==> src/rtl/fpu_arbiter.sv <==
`default_nettype none
// ============================================================================
// Module   : fpu_arbiter
// Brief    : Round-robin share of one multi-cycle FPU between two requesters.
//            Optional watchdog while waiting on the FPU: FPU_TIMEOUT_EN.
// Revision : 1.0 - initial release
// ============================================================================
module fpu_arbiter #(
    parameter int TAG_W          = 4,
    parameter int TIMEOUT_CYCLES = 64
) (
    input  logic                 CLK,
    input  logic                 reset,
    input  logic [1:0]           req_valid,
    output logic [1:0]           req_ready,
    input  logic [7:0]           req_op,
    input  logic [63:0]          req_a,
    input  logic [63:0]          req_b,
    input  logic [2*TAG_W-1:0]   req_tag,
    output logic [1:0]           rsp_valid,
    output logic [31:0]          rsp_data,
    output logic [TAG_W-1:0]     rsp_tag,
    output logic                 rsp_err,
    output logic                 fpu_start,
    output logic [3:0]           fpu_op,
    output logic [31:0]          fpu_a,
    output logic [31:0]          fpu_b,
    input  logic [31:0]          fpu_result,
    input  logic                 fpu_valid,
    output logic                 busy
);

    localparam logic [1:0] c_IDLE  = 2'd0;
    localparam logic [1:0] c_ISSUE = 2'd1;
    localparam logic [1:0] c_WAIT  = 2'd2;
    localparam logic [1:0] c_RESP  = 2'd3;

    if (TIMEOUT_CYCLES < 2) begin : g_tmo_check
        $error("TIMEOUT_CYCLES must be at least 2");
    end

`ifdef FPU_TIMEOUT_EN
    localparam int                c_TMO_W    = $clog2(TIMEOUT_CYCLES);
    localparam logic [c_TMO_W-1:0] c_TMO_LAST = c_TMO_W'(TIMEOUT_CYCLES - 1);
    logic [c_TMO_W-1:0]           r_tmo_cnt;
`endif

    logic [1:0]       r_state;
    logic             r_rr_last;
    logic             r_src;
    logic [3:0]       r_op;
    logic [31:0]      r_a;
    logic [31:0]      r_b;
    logic [TAG_W-1:0] r_tag;
    logic [31:0]      r_data;
    logic             r_err;

    logic             w_gnt_any;
    logic             w_gnt_idx;
    logic             w_supported;

    // With both requesting, the one that did not win last time goes next.
    always_comb begin
        w_gnt_any = 1'b0;
        w_gnt_idx = 1'b0;
        case (req_valid)
            2'b01:   begin w_gnt_any = 1'b1; w_gnt_idx = 1'b0;       end
            2'b10:   begin w_gnt_any = 1'b1; w_gnt_idx = 1'b1;       end
            2'b11:   begin w_gnt_any = 1'b1; w_gnt_idx = ~r_rr_last; end
            default: begin w_gnt_any = 1'b0; w_gnt_idx = 1'b0;       end
        endcase
    end

    always_comb begin
        w_supported = 1'b0;
        case (r_op)
            4'b0011, 4'b0100, 4'b1110, 4'b1101,
            4'b1100, 4'b1011, 4'b1010: w_supported = 1'b1;
            default:                   w_supported = 1'b0;
        endcase
    end

    always_ff @(posedge CLK) begin
        if (reset) begin
            r_state   <= c_IDLE;
            r_rr_last <= 1'b1;
            r_src     <= 1'b0;
            r_op      <= 4'd0;
            r_a       <= 32'd0;
            r_b       <= 32'd0;
            r_tag     <= '0;
            r_data    <= 32'd0;
            r_err     <= 1'b0;
`ifdef FPU_TIMEOUT_EN
            r_tmo_cnt <= '0;
`endif
        end else begin
            case (r_state)
                c_IDLE: begin
                    if (w_gnt_any) begin
                        r_src     <= w_gnt_idx;
                        r_rr_last <= w_gnt_idx;
                        r_op      <= w_gnt_idx ? req_op[7:4]   : req_op[3:0];
                        r_a       <= w_gnt_idx ? req_a[63:32]  : req_a[31:0];
                        r_b       <= w_gnt_idx ? req_b[63:32]  : req_b[31:0];
                        r_tag     <= w_gnt_idx ? req_tag[2*TAG_W-1:TAG_W]
                                               : req_tag[TAG_W-1:0];
                        r_state   <= c_ISSUE;
                    end
                end
                c_ISSUE: begin
                    if (w_supported) begin
                        r_state   <= c_WAIT;
`ifdef FPU_TIMEOUT_EN
                        r_tmo_cnt <= '0;
`endif
                    end else begin
                        r_data  <= 32'd0;
                        r_err   <= 1'b1;
                        r_state <= c_RESP;
                    end
                end
                c_WAIT: begin
                    if (fpu_valid) begin
                        r_data  <= fpu_result;
                        r_err   <= 1'b0;
                        r_state <= c_RESP;
                    end
`ifdef FPU_TIMEOUT_EN
                    else if (r_tmo_cnt == c_TMO_LAST) begin
                        r_data  <= 32'd0;
                        r_err   <= 1'b1;
                        r_state <= c_RESP;
                    end else begin
                        r_tmo_cnt <= r_tmo_cnt + 1'b1;
                    end
`endif
                end
                c_RESP:  r_state <= c_IDLE;
                default: r_state <= c_IDLE;
            endcase
        end
    end

    // Operands reach the FPU only while an op is in flight.
    always_comb begin
        req_ready = 2'b00;
        if (r_state == c_IDLE && w_gnt_any)
            req_ready = w_gnt_idx ? 2'b10 : 2'b01;
    end

    assign fpu_start = (r_state == c_ISSUE) && w_supported;
    assign fpu_op    = (r_state == c_ISSUE || r_state == c_WAIT) ? r_op : 4'd0;
    assign fpu_a     = (r_state == c_ISSUE || r_state == c_WAIT) ? r_a  : 32'd0;
    assign fpu_b     = (r_state == c_ISSUE || r_state == c_WAIT) ? r_b  : 32'd0;

    assign rsp_valid = (r_state == c_RESP) ? (r_src ? 2'b10 : 2'b01) : 2'b00;
    assign rsp_data  = (r_state == c_RESP) ? r_data : 32'd0;
    assign rsp_tag   = (r_state == c_RESP) ? r_tag  : '0;
    assign rsp_err   = (r_state == c_RESP) && r_err;
    assign busy      = (r_state != c_IDLE);

endmodule
`default_nettype wire

==> config.mk <==
export PLATFORM = sky130hd
export DESIGN_NAME = fpu_arbiter
export DESIGN_NICKNAME = d
export VERILOG_FILES = /design/src/rtl/fpu_arbiter.sv
export SDC_FILE = /design/constraint.sdc
export NUM_CORES = 1
export LEC_CHECK = 0
export ABC_AREA = 1
export CAP_MARGIN = 15
export CORE_ASPECT_RATIO = 1.1
export CORE_MARGIN = 3
export CORE_UTILIZATION = 41
export CTS_BUF_LIST = sky130_fd_sc_hd__clkbuf_4
export DETAILED_ROUTE_END_ITERATION = 16
export GPL_ROUTABILITY_DRIVEN = 0
export HOLD_SLACK_MARGIN = 0.03
export PLACE_DENSITY_LB_ADDON = 0.25
export SYNTH_ARGS = -nofsm -noshare
export SYNTH_HDL_FRONTEND = slang
export SYNTH_SLANG_ARGS = --single-unit
==> constraint.sdc <==
create_clock -name CLK -period 1.8 [get_ports CLK]
set_input_delay 0.18 -clock CLK [delete_from_list [all_inputs] [get_ports CLK]]
set_output_delay 0.18 -clock CLK [all_outputs]
set_load 0.005 [all_outputs]
==> results.env, run 1 <==
OUTCOME='complete, but fails checks'
FAILED_CHECKS='negative setup slack'
TIMING.CRITICAL_PATH.FROM_TYPE='flip-flop'
TOTAL_COUNT_OF_MAX_TRANSITION_VIOLATIONS_IN_THE_FINAL_REPORT=0
MEAN_POST_SYNTH_CELL_AREA_SQ_UM=6.255
IR_DROP_mV=0.8318
FIRST_PASS_ITERS=5
TIMING.FINAL.CRIT_SHARE_PCT=119.5
POWER_SHARE_OF_THE_SEQUENTIAL_GROUP_PCT=24.4
PATH_CLK_SLEW_NS=0.18
FINAL_NET_COUNT=1399
HOLDWS_NS=0.2266
INSERTION_DELAY_NS=0.49
SYNTH_LARGEST_AREA_CELL='sky130_fd_sc_hd__dfxtp_1'
DRT_ITER0_DRC=499
TIMING.FINAL.CRIT_PERIOD_NS=2.152
WORSTHOLDPATHTYPE='in2reg'
GRT_PASS1_VIAS=6098
REG2REG_DEPTH=10
POWER.DENSITY_nW_PER_UM2=1633
FINALSETUPTNS_NS=-19.28
FINAL_LAYOUT_SIZE_SUFFIX_GT1_SHARE_PCT=29.06
NUMCLOCKSINKS=109
YOSYSWARNINGCOUNT=0
SETUP.REG_TO_REG.WORST_SLACK_NS=0.09
MAX_STAGE_DELAY_NS=0.39
GLOBALROUTE.TOTALOVERFLOW=0
CRITICAL_PATH.SLOWEST_CELL='sky130_fd_sc_hd__dfxtp_2'
SYNTH_TOP_AREA_SHARE_PCT=39.74
SWITCHING_SHARE_PCT=40.28
SETUP_VIOL=102
GRT_MAX_DEGREE=44
DETAIL_ROUTE.DRC_VIOLATIONS=0
CHIPHEIGHT_MICRONS=127.4
DRT-TOTAL-WL_MICRONS=21390
NUMCTSBUFFERS=9
CRITICAL_PATH_REQUIRED_NS=1.62
SHARE_CLK_OF_TOTAL_POWER_PCT=10.5
WORST_CLOCK_SKEW_NS=0.02951
DRT-WIRELENGTH-PER-CELL_MICRONS=15.55
FLOORPLAN.INITIALDENSITY_PCT=42.71
CRIT_FANOUT=6
DP.FINAL_HPWL_MICRONS=13260
GRT_FIRST_PASS_WIRELENGTH_MICRONS=30770
SWITCHINGPOWER_mW=6.480
P_INT_mW=9.608
ROUTED-VIA-COUNT=6731
FLOORPLAN.DIE_AREA_SQ_UM=14820
PATH_CLASS='reg2out'
LAYOUT_COMMONEST_CELL='sky130_fd_sc_hd__nand2_1'
CP.ARRIVAL_NS=1.97
IO_BUFFERS=291
SYNTHESIZED_CELL_AREA_SQ_UM=5492
NETLIST_INSTANCES=878
CTS_TREE='done'
AREA_OF_THE_MULTI_INPUT_GATES_SQ_UM=2917
CTS_ROOT_BUF='sky130_fd_sc_hd__clkbuf_4'
POWER.STATIC_LEAKAGE_nW=5.148
FMAX_MHz=464.7
AREA_TAKEN_BY_FLIP_FLOPS_AND_LATCHES_SQ_UM=2197
SYNTH_SEQUENTIAL_AREA_RATIO_PCT=39.74
GRT_ANTENNA_BEFORE_REPAIR=1
COUNT_OF_CELL_TYPES_IN_THE_NETLIST=24
SLEW_HEADROOM_PCT=68.69
HOLDPATHSTAGES=3
FILLERS=953
POWER_FRAC_COMB_PCT=65.2
DETAIL_ROUTE_ANTENNA_NETS=0
MOST-COMMON-LAYOUT-CELLS='sky130_fd_sc_hd__nand2_1 (320), sky130_fd_sc_hd__clkdlybuf4s50_1 (179), sky130_fd_sc_hd__dfxtp_1 (103)'
SYNTH.AREA.TOP_CELLS='sky130_fd_sc_hd__dfxtp_1 (40%), sky130_fd_sc_hd__nand2_1 (27%), sky130_fd_sc_hd__a31oi_1 (8.2%)'
POSTSYNTHNETCOUNT=1064
FLOORPLAN.CORE_AREA_SQ_UM=12860
WORST_SETUP_PATH_END_KIND='output port'
TOP_LEVEL_PORTS=292
RSZ_0062_RAISED_AFTER_GLOBAL_ROUTING='true'
SYNTH_SEQ_CELLS=109
CTS_BUFFER_DEPTH=2
POST-LAYOUT-TOTAL-POWER_mW=16.09
AREAGROWTHSYNTHTOFINISH_PCT=79.40
TIMING.FINAL.WS_SETUP_NS=-0.3518
HOLD_VIOL=0
DIE-WIDTH_MICRONS=116.3
MAX_CAP_VIOL_COUNT=0
CRIT_CHAIN='inv_2 -> ha_4 -> buf_12 -> buf_12 -> buf_8 -> buf_16 -> buf_6 -> nand2_2 -> inv_2 -> buf_6'
HTREEDEPTH=3
WORST_SLEW_PIN_SLEW_NS=0.4696
GRT_USE_TOTAL_PCT=26.46
ROUTED_VIA_DENSITY=4.892
FP-ROW-COUNT=43
-- stage by stage --
step | utilization (%) | cells | area, sq um | worst slack (ns)
after global placement | 66.89 | 1298 | 8601 | -0.001455
after global routing | 76.62 | 1376 | 9852 | -0.4448
after CTS | 71.98 | 1345 | 9255 | -0.4039
final | 76.62 | 1376 | 9852 | -0.3518
after floorplan | - | 878 | 5492 | 0.1292
after detailed placement | 66.89 | 1298 | 8601 | -0.009587
-- power groups by stage --
stage	Clock (mW)	Sequential [mW]	Combinational [mW]
floorplan	0	3.63	3.86
global placement	0	3.75	6.22
detailed placement	0	3.75	6.32
CTS	1.72	3.77	9.16
global route	1.80	4.00	11.3
finish	1.69	3.92	10.5
-- sequential cells by signal, indices dropped and copies added, names as in the netlist --
register and cells:
r_op 4, r_rr_last 1, r_b 32, r_tag 4, r_src 1, r_state 2
r_data 32, r_err 1, r_a 32
-- repair_timing --
item / 4_1_cts / 5_1_grt
hold endpoints to repair: 0 / 0
pin swaps: 22 / 18
buffers inserted: 22 / 32
endpoints found under the setup margin: 111 / 138
resized for setup: 399 / 244
hold buffers: 0 / 0
gates cloned: 9 / 2
-- path summary, 6_finish.rpt --
| path | to | from |
|---|---|---|
| worst min register to register | r_err$_SDFFE_PP0P_ | r_err$_SDFFE_PP0P_ |
| worst max register to register | r_data[24]$_SDFFE_PP0P_ | r_state[0]$_SDFFE_PP0P_ |
| worst max-delay path | fpu_a[2] | r_state[0]$_SDFFE_PP0P_ |
| worst min-delay path | r_op[1]$_SDFFE_PP0P_ | req_op[1] |
-- cell families after synthesis --
| family | synth area share, % |
|---|---|
| AOI/OAI and AO/OA | 9.615 |
| and+or+nand+nor | 35.16 |
| buffers and inverters | 14.35 |
| adders and majority gates | 1.139 |
| DFF | 39.74 |
-- cell usage after synthesis --
master / number
sky130_fd_sc_hd__a21oi_1: 9
sky130_fd_sc_hd__a21oi_2: 1
sky130_fd_sc_hd__a31oi_1: 72
sky130_fd_sc_hd__buf_1: 1
sky130_fd_sc_hd__buf_2: 15
sky130_fd_sc_hd__buf_4: 4
sky130_fd_sc_hd__buf_6: 10
sky130_fd_sc_hd__clkbuf_1: 27
sky130_fd_sc_hd__clkinv_1: 1
sky130_fd_sc_hd__clkinv_2: 1
sky130_fd_sc_hd__dfxtp_1: 109
sky130_fd_sc_hd__ha_1: 5
sky130_fd_sc_hd__inv_1: 119
sky130_fd_sc_hd__inv_2: 1
sky130_fd_sc_hd__inv_4: 1
sky130_fd_sc_hd__nand2_1: 399
sky130_fd_sc_hd__nand2_4: 1
sky130_fd_sc_hd__nand3_1: 30
sky130_fd_sc_hd__nand3_2: 1
sky130_fd_sc_hd__nor2_1: 65
sky130_fd_sc_hd__nor2_2: 1
sky130_fd_sc_hd__nor2_4: 1
sky130_fd_sc_hd__o21ai_0: 3
sky130_fd_sc_hd__o21ai_2: 1
-- layout make-up --
cell class,instances,share of cell area (%)
Tap cell,157,1.994
Multi-Input combinational cell,589,29.60
Inverter,123,4.826
Antenna cell,1,0.02540
Clock buffer,9,0.6858
Clock inverter,7,1.397
Sequential cell,109,22.30
Timing Repair Buffer,381,39.17
-- per-layer routing --
layer	GRT usage [%]	share of wire, %	wire [microns]	up-vias
met5	0	0	0	-
met4	12.83	3.3	696	0
met3	5.542	6.9	1486	44
met2	45.35	51	11000	280
met1	31.03	38	8211	3070
li1	-	-	-	3337
-- critical path, delay by kind of cell (launching register included) --
kind	cells	cell delay, ns
buf+inv	8	0.81
simple gates	1	0.05
fa+ha+maj	1	0.22
flops	1	0.39
No activity file was read; power rests on OpenSTA's default activity.
==> run 2: changes to the inputs <==
--- a/config.mk
+++ b/config.mk
@@ -9,7 +9,7 @@
 export CAP_MARGIN = 15
 export CORE_ASPECT_RATIO = 1.1
 export CORE_MARGIN = 3
-export CORE_UTILIZATION = 41
+export CORE_UTILIZATION = 44
 export CTS_BUF_LIST = sky130_fd_sc_hd__clkbuf_4
 export DETAILED_ROUTE_END_ITERATION = 16
 export GPL_ROUTABILITY_DRIVEN = 0
==> constraint.sdc (replaced) <==
create_clock -name CLK -period 2.6 [get_ports CLK]
set_input_delay 0.26 -clock CLK [delete_from_list [all_inputs] [get_ports CLK]]
set_output_delay 0.26 -clock CLK [all_outputs]
set_load 0.005 [all_outputs]
==> run 2 against run 1 <==
- the run now ends clean
- sequential power fell by 35%
- register-to-register slack gained 0.45 ns
- core utilization down 5.8 points
- largest power group unchanged
==> results.env, run 2 (same netlist as run 1, synthesis figures left out) <==
GRT_USE_TOTAL_PCT=24.43  # was 26.46%
RSZ_0062_RAISED_AFTER_GLOBAL_ROUTING='false'  # was true
TOP_LEVEL_PORTS=292  # unchanged
INSERTION_DELAY_NS=0.45  # was 0.49 ns
PATH_CLK_SLEW_NS=0.17  # was 0.18 ns
SLEW_HEADROOM_PCT=43.96  # was 68.69%
DRT-TOTAL-WL_MICRONS=18060  # was 21390 microns
HTREEDEPTH=3  # unchanged
GRT_FIRST_PASS_WIRELENGTH_MICRONS=27560  # was 30770 microns
FILLERS=1030  # was 953
GLOBALROUTE.TOTALOVERFLOW=0  # unchanged
FLOORPLAN.INITIALDENSITY_PCT=45.24  # was 42.71%
FIRST_PASS_ITERS=5  # unchanged
WORST_SETUP_PATH_END_KIND='output port'  # unchanged
FINALSETUPTNS_NS=0  # was -19.28 ns
FLOORPLAN.CORE_AREA_SQ_UM=12140  # was 12860 sq um
WORSTHOLDPATHTYPE='in2reg'  # unchanged
AREAGROWTHSYNTHTOFINISH_PCT=56.55  # was 79.40%
IO_BUFFERS=291  # unchanged
HOLDWS_NS=0.3491  # was 0.2266 ns
HOLD_VIOL=0  # unchanged
POWER.STATIC_LEAKAGE_nW=4.046  # was 5.148 nW
REG.LARGEST.LIST='r_a x32, r_b x32, r_data x32'  # unchanged
CRITICAL_PATH_REQUIRED_NS=2.34  # was 1.62 ns
GRT_ANTENNA_BEFORE_REPAIR=0  # was 1
FMAX_MHz=408.4
TOTAL_COUNT_OF_MAX_TRANSITION_VIOLATIONS_IN_THE_FINAL_REPORT=0  # unchanged
DRT_ITER0_DRC=533  # was 499
PATH_CLASS='reg2out'  # unchanged
NUMCLOCKSINKS=109  # unchanged
TIMING.FINAL.CRIT_SHARE_PCT=94.18
CTS_ROOT_BUF='sky130_fd_sc_hd__clkbuf_4'  # unchanged
GRT_PASS1_VIAS=5646  # was 6098
POWER.DENSITY_nW_PER_UM2=900.2  # was 1633 nW/um^2
FP-ROW-COUNT=42  # was 43
DETAIL_ROUTE.DRC_VIOLATIONS=0  # unchanged
WORST_SLEW_PIN_SLEW_NS=0.8406  # was 0.4696 ns
SETUP_VIOL=0  # was 102
MAX_CAP_VIOL_COUNT=0  # unchanged
CTS_BUFFER_DEPTH=2  # unchanged
FINAL_NET_COUNT=1322  # was 1399
TIMING.FINAL.CRIT_PERIOD_NS=2.449
CP.ARRIVAL_NS=2.19  # was 1.97 ns
ROUTED-VIA-COUNT=6327  # was 6731
DIE-WIDTH_MICRONS=112.5  # was 116.3 microns
MOST-COMMON-LAYOUT-CELLS='sky130_fd_sc_hd__nand2_1 (399), sky130_fd_sc_hd__clkdlybuf4s50_1 (290), sky130_fd_sc_hd__inv_1 (119)'  # was sky130_fd_sc_hd__nand2_1 (320), sky130_fd_sc_hd__clkdlybuf4s50_1 (179), sky130_fd_sc_hd__dfxtp_1 (103)
NUMCTSBUFFERS=9  # unchanged
IR_DROP_mV=0.6504  # was 0.8318 mV
HOLDBUFCOUNTCTS=0  # unchanged
CTS_TREE='done'  # unchanged
CTS_SETUP_BUFFERS=0  # was 22
CRIT_FANOUT=20  # was 6
CHIPHEIGHT_MICRONS=123.2  # was 127.4 microns
FINAL_LAYOUT_SIZE_SUFFIX_GT1_SHARE_PCT=3.421  # was 29.06%
TIMING.CRITICAL_PATH.FROM_TYPE='flip-flop'  # unchanged
ROUTED_VIA_DENSITY=4.886  # was 4.892
WORST_CLOCK_SKEW_NS=0.01497  # was 0.02951 ns
OUTCOME='finished clean'  # was complete, but fails checks
DP.FINAL_HPWL_MICRONS=12540  # was 13260 microns
DETAIL_ROUTE_ANTENNA_NETS=0  # unchanged
DRT-WIRELENGTH-PER-CELL_MICRONS=13.95  # was 15.55 microns
FLOORPLAN.DIE_AREA_SQ_UM=13860  # was 14820 sq um
GRT_MAX_DEGREE=76  # was 44
LAYOUT_COMMONEST_CELL='sky130_fd_sc_hd__nand2_1'  # unchanged
==> run 2: where the power goes <==
group	total, mW	internal, mW	switching, mW
Clock	0.864	0.309	0.555
Combinational	4.32	1.87	2.45
Sequential	2.56	2.25	0.303
==> run 2: worst paths after layout <==
check                                        startpoint                      end  slack, ns  cells past startpoint
worst max-delay path            r_state[0]$_SDFFE_PP0P_                fpu_a[11]       0.15                      6
worst min-delay path                          req_b[37]      r_b[5]$_SDFFE_PP0P_       0.35                      3
worst max register to register  r_state[0]$_SDFFE_PP0P_  r_data[30]$_SDFFE_PP0P_       0.54                      9
worst min register to register       r_err$_SDFFE_PP0P_       r_err$_SDFFE_PP0P_       0.48                      2
==> run 2: repair_timing <==
| item | in CTS | in global routing |
|---|---|---|
| endpoints found under the hold margin | 0 | 0 |
| gates resized for setup | 0 | 3 |
| setup endpoints to repair | 0 | 31 |
==> run 2: cell type report <==
class | count | area, sq um | share of cell area (%)
inverter | 123 | 465.4 | 5.414
clock buffer | 11 | 82.58 | 0.9606
tap | 154 | 192.7 | 2.241
multi-input combinational | 589 | 2541 | 29.56
timing repair buffer | 304 | 3080 | 35.83
clock inverter | 4 | 50.05 | 0.5822
sequential | 109 | 2182 | 25.38
antenna | 1 | 2.502 | 0.02911
==> run 2: worst max-delay path, cell delays in order (launching register included) <==
cell and delay, ns:
sky130_fd_sc_hd__dfxtp_1 0.43, sky130_fd_sc_hd__inv_1 0.13, sky130_fd_sc_hd__ha_4 0.35, sky130_fd_sc_hd__buf_12 0.17, sky130_fd_sc_hd__nand2_1 0.07, sky130_fd_sc_hd__inv_1 0.05, sky130_fd_sc_hd__clkdlybuf4s50_1 0.55
==> run 2: per-layer routing <==
layer / GRT usage (%) / vias up / share of wire [%] / routed length (microns)
li1: - / 3173 / - / -
met1: 29.87 / 2844 / 40 / 7222
met2: 40.69 / 264 / 48 / 8599
met3: 6.608 / 46 / 8.5 / 1532
met4: 10.52 / 0 / 3.9 / 708
met5: 0 / - / 0 / 0
==> run 2: per-stage QoR <==
stage | instance area [sq um] | utilization [%] | cells | setup slack, ns | power, mW
floorplan | 5492 | - | 878 | 0.8492 | 5.190
global placement | 8419 | 69.36 | 1278 | 0.5124 | 6.657
detailed placement | 8419 | 69.36 | 1278 | 0.4901 | 6.734
CTS | 8552 | 70.45 | 1293 | 0.03865 | 7.605
global route | 8594 | 70.80 | 1294 | 0.01298 | 8.374
finish | 8597 | 70.82 | 1295 | 0.1514 | 7.739
==> run 3: changes to the inputs <==
--- a/config.mk
+++ b/config.mk
@@ -5,11 +5,12 @@
 export SDC_FILE = /design/constraint.sdc
 export NUM_CORES = 1
 export LEC_CHECK = 0
-export ABC_AREA = 1
 export CAP_MARGIN = 15
+export CELL_PAD_IN_SITES_DETAIL_PLACEMENT = 0
+export CELL_PAD_IN_SITES_GLOBAL_PLACEMENT = 2
 export CORE_ASPECT_RATIO = 1.1
 export CORE_MARGIN = 3
-export CORE_UTILIZATION = 44
+export CORE_UTILIZATION = 24
 export CTS_BUF_LIST = sky130_fd_sc_hd__clkbuf_4
 export DETAILED_ROUTE_END_ITERATION = 16
 export GPL_ROUTABILITY_DRIVEN = 0
==> run 3 against run 2 <==
- largest power group unchanged
- die area grew 85%
- largest cell class is now multi-input gates
- critical path depth shrank 1
- combinational power fell by 15%
==> results.env, run 3 <==
DOMINANTREGCELLSYNTH='sky130_fd_sc_hd__dfxtp_1'  # unchanged
DETAIL_ROUTE.DRC_VIOLATIONS=0  # unchanged
FINALSETUPTNS_NS=0  # unchanged
MAX_CAP_VIOL_COUNT=0  # unchanged
LAYOUTNONFILLERINSTCOUNT=1185  # was 1295
WORST_CLOCK_SKEW_NS=0.02657  # was 0.01497 ns
TIMING.CRITICAL_PATH.FROM_TYPE='flip-flop'  # unchanged
ROUTED-VIA-COUNT=5753  # was 6327
WORSTHOLDPATHTYPE='in2reg'  # unchanged
SYNTH-EDFF-COUNT=0  # unchanged
CRIT_FANOUT=24  # was 20
DRT-TOTAL-WL_MICRONS=21530  # was 18060 microns
CTS_BUFFER_DEPTH=2  # unchanged
SYNTH_LARGEST_AREA_CELL='sky130_fd_sc_hd__dfxtp_1'  # unchanged
CTS_TREE='done'  # unchanged
FINAL_NET_COUNT=1066  # was 1322
YOSYSWARNINGCOUNT=0  # unchanged
HOLDWS_NS=0.3740  # was 0.3491 ns
NUMCTSBUFFERS=9  # unchanged
TIMING.FINAL.CRIT_PERIOD_NS=2.433  # was 2.449 ns
PLACE_INST=1168  # was 1278
CRITICAL_PATH.STARTPOINT='r_state[0]$_SDFFE_PP0P_'  # unchanged
SYNTH_SEQUENTIAL_AREA_RATIO_PCT=38.19  # was 39.74%
SYNTH.AREA.TOP_CELLS='sky130_fd_sc_hd__dfxtp_1 (38%), sky130_fd_sc_hd__a32o_1 (13%), sky130_fd_sc_hd__and2_1 (12%)'  # was sky130_fd_sc_hd__dfxtp_1 (40%), sky130_fd_sc_hd__nand2_1 (27%), sky130_fd_sc_hd__a31oi_1 (8.2%)
NETLIST_INSTANCES=634  # was 878
PATH_CLASS='reg2out'  # unchanged
WORST_SLEW_PIN_SLEW_NS=0.7997  # was 0.8406 ns
MEAN_POST_SYNTH_CELL_AREA_SQ_UM=9.013  # was 6.255 sq um
RSZ_0062_RAISED_AFTER_GLOBAL_ROUTING='false'  # unchanged
GLOBALROUTE.TOTALOVERFLOW=0  # unchanged
DETAIL_ROUTE_ANTENNA_NETS=0  # unchanged
GRT_USE_TOTAL_PCT=15.93  # was 24.43%
TIMING.FINAL.CRIT_SHARE_PCT=93.59  # was 94.18%
FINAL_LAYOUT_SIZE_SUFFIX_GT1_SHARE_PCT=4.746  # was 3.421%
ANTENNADIODECOUNT=0  # was 1
FLOORPLAN.INITIALDENSITY_PCT=24.68  # was 45.24%
FIRST_PASS_ITERS=4  # was 5
CP.ARRIVAL_NS=2.17  # was 2.19 ns
HOLD_VIOL=0  # unchanged
GRT_MAX_DEGREE=95  # was 76
OUTCOME='finished clean'  # unchanged
SETUP_VIOL=0  # unchanged
WORST_SETUP_PATH_END_KIND='output port'  # unchanged
CHIPHEIGHT_MICRONS=167.8  # was 123.2 microns
DRT-WIRELENGTH-PER-CELL_MICRONS=18.17  # was 13.95 microns
AREAGROWTHSYNTHTOFINISH_PCT=58.38  # was 56.55%
DP.FINAL_HPWL_MICRONS=15270  # was 12540 microns
MOST-COMMON-LAYOUT-CELLS='sky130_fd_sc_hd__clkdlybuf4s50_1 (289), sky130_fd_sc_hd__and2_1 (108), sky130_fd_sc_hd__dfxtp_1 (107)'  # was sky130_fd_sc_hd__nand2_1 (399), sky130_fd_sc_hd__clkdlybuf4s50_1 (290), sky130_fd_sc_hd__inv_1 (119)
CRITICAL_PATH_REQUIRED_NS=2.34  # about the same
FLOORPLAN.CORE_AREA_SQ_UM=23150  # was 12140 sq um
GRT_FIRST_PASS_WIRELENGTH_MICRONS=33360  # was 27560 microns
POST-ROUTE-CELL-AREA_SQ_UM=9050  # was 8597 sq um
PLACEDINSTANCEAREA_SQ_UM=8855  # was 8419 sq um
IR_DROP_mV=0.3640  # was 0.6504 mV
PLACE_WS_NS=0.3984  # was 0.4901 ns
YOSYS.CELL_COUNT.TOP_TYPE='sky130_fd_sc_hd__dfxtp_1'  # was sky130_fd_sc_hd__nand2_1
COUNT_OF_CELL_TYPES_IN_THE_NETLIST=28  # was 24
REG.LARGEST.LIST='r_a x32, r_b x32, r_data x32'  # unchanged
POWER.STATIC_LEAKAGE_nW=3.233  # was 4.046 nW
PATH_CLK_SLEW_NS=0.17  # about the same
GRT_ANTENNA_BEFORE_REPAIR=0  # unchanged
TIMING.FINAL.WS_SETUP_NS=0.1667  # was 0.1514 ns
FLOORPLAN.DIE_AREA_SQ_UM=25700  # was 13860 sq um
LAYOUT_COMMONEST_CELL='sky130_fd_sc_hd__clkdlybuf4s50_1'  # was sky130_fd_sc_hd__nand2_1
POST_SYNTH_MOST_FREQUENT_CELLS='sky130_fd_sc_hd__dfxtp_1 (109), sky130_fd_sc_hd__and2_1 (108), sky130_fd_sc_hd__nor2_1 (74), sky130_fd_sc_hd__a22oi_1 (72), sky130_fd_sc_hd__a32o_1 (72)'  # was sky130_fd_sc_hd__nand2_1 (399), sky130_fd_sc_hd__inv_1 (119), sky130_fd_sc_hd__dfxtp_1 (109), sky130_fd_sc_hd__a31oi_1 (72), sky130_fd_sc_hd__nor2_1 (65)
SYNTH_SEQ_CELLS=109  # unchanged
SYNTHESIZED_CELL_AREA_SQ_UM=5714  # was 5492 sq um
DRT_ITER0_DRC=273  # was 533
HTREEDEPTH=3  # unchanged
DIE-WIDTH_MICRONS=153.1  # was 112.5 microns
HP-START='fpu_result[22]'  # was req_b[37]
FP-ROW-COUNT=58  # was 42
FILLERS=2301  # was 1030
TOP_LEVEL_PORTS=292  # unchanged
SYNTH_TOP_AREA_SHARE_PCT=38.19  # was 39.74%
GRT_PASS1_VIAS=5922  # was 5646
CTS_ROOT_BUF='sky130_fd_sc_hd__clkbuf_4'  # unchanged
IO_BUFFERS=291  # unchanged
POSTSYNTHNETCOUNT=820  # was 1064
POST-LAYOUT-TOTAL-POWER_mW=6.788  # was 7.739 mW
HOLDBUFCOUNTCTS=0  # unchanged
SLEW_HEADROOM_PCT=46.69  # was 43.96%
INSERTION_DELAY_NS=0.46  # was 0.45 ns
POWER.DENSITY_nW_PER_UM2=750.0  # was 900.2 nW/um^2
CRITICAL_PATH.REG2REG.STARTPOINT='r_state[0]$_SDFFE_PP0P_'  # unchanged
SYNTHARSTFLOPSHARE_PCT=0  # unchanged
NUMCLOCKSINKS=109  # unchanged
TOTAL_COUNT_OF_MAX_TRANSITION_VIOLATIONS_IN_THE_FINAL_REPORT=0  # unchanged
FIN_UTIL_PCT=39.09  # was 70.82%
FMAX_MHz=411.0  # was 408.4 MHz
ROUTED_VIA_DENSITY=4.855  # was 4.886
-- run 3: cell types whose count changed in the layout (fill, tap and decap cells not counted), moves of 9 or more --
cell | previous run | this run
sky130_fd_sc_hd__a22oi_1 | 0 | 72
sky130_fd_sc_hd__a31oi_1 | 72 | 0
sky130_fd_sc_hd__a32o_1 | 0 | 72
sky130_fd_sc_hd__and2_1 | 0 | 108
sky130_fd_sc_hd__inv_1 | 119 | 4
sky130_fd_sc_hd__mux2i_1 | 0 | 34
sky130_fd_sc_hd__nand2_1 | 399 | 0
sky130_fd_sc_hd__nand2b_1 | 0 | 34
sky130_fd_sc_hd__nand3_1 | 30 | 1
sky130_fd_sc_hd__nand3b_1 | 0 | 32
sky130_fd_sc_hd__nor2_1 | 65 | 74
-- run 3: worst max-delay path, stage by stage, from the launching register on --
cell and delay (ns):
sky130_fd_sc_hd__dfxtp_2 0.38, sky130_fd_sc_hd__inv_1 0.12, sky130_fd_sc_hd__ha_4 0.35, sky130_fd_sc_hd__buf_8 0.18
sky130_fd_sc_hd__and2_1 0.17, sky130_fd_sc_hd__clkdlybuf4s50_1 0.51
-- run 3: final timing paths --
| kind | end | slack, ns | cells past startpoint |
|---|---|---|---|
| worst max-delay path | fpu_a[11] | 0.17 | 5 |
| worst min-delay path | r_data[22]$_SDFFE_PP0P_ | 0.37 | 3 |
| worst max register to register | r_state[0]$_SDFFE_PP0P_ | 0.57 | 7 |
| worst min register to register | r_data[1]$_SDFFE_PP0P_ | 0.48 | 2 |
-- run 3: power by group --
| group | total, mW | internal, mW | leakage, nW | switching, mW |
|---|---|---|---|---|
| sequential | 2.22 | 2.01 | 0.892 | 0.206 |
| combinational | 3.69 | 1.77 | 2.27 | 1.92 |
| clock | 0.876 | 0.304 | 0.0721 | 0.572 |
| total | 6.79 | 4.09 | 3.23 | 2.70 |
-- run 3: kinds of logic after synthesis --
family / share of synthesized area (%)
mux: 5.956
xor+xnor: 0.1533
simple gates: 25.16
buf+inv: 5.868
flops: 38.19
fa+ha+maj: 1.095
compound gates: 23.58
-- run 3: layout make-up --
cell class | instances | area [sq um] | area share (%)
tap | 300 | 375.4 | 4.148
clock buffer | 10 | 75.07 | 0.8295
sequential | 109 | 2185 | 24.14
timing repair buffer | 309 | 3103 | 34.29
multi-input combinational | 447 | 3234 | 35.74
clock inverter | 6 | 62.56 | 0.6913
inverter | 4 | 15.01 | 0.1659
-- run 3: metal layers --
metal / share of wire (%) / wire length [microns] / global-route usage (%)
met5: 0 / 0 / 0
met4: 0.88 / 189 / 3.371
met3: 5.6 / 1197 / 3.548
met2: 50 / 10850 / 27.42
met1: 43 / 9287 / 20.53
-- run 3: timing repair --
| action | 4_1_cts | 5_1_grt |
|---|---|---|
| resized for setup | 5 | 3 |
| endpoints found under the setup margin | 50 | 53 |
| buffers inserted | 0 | 0 |
| cloned | 0 | 1 |
| hold endpoints to repair | 0 | 0 |
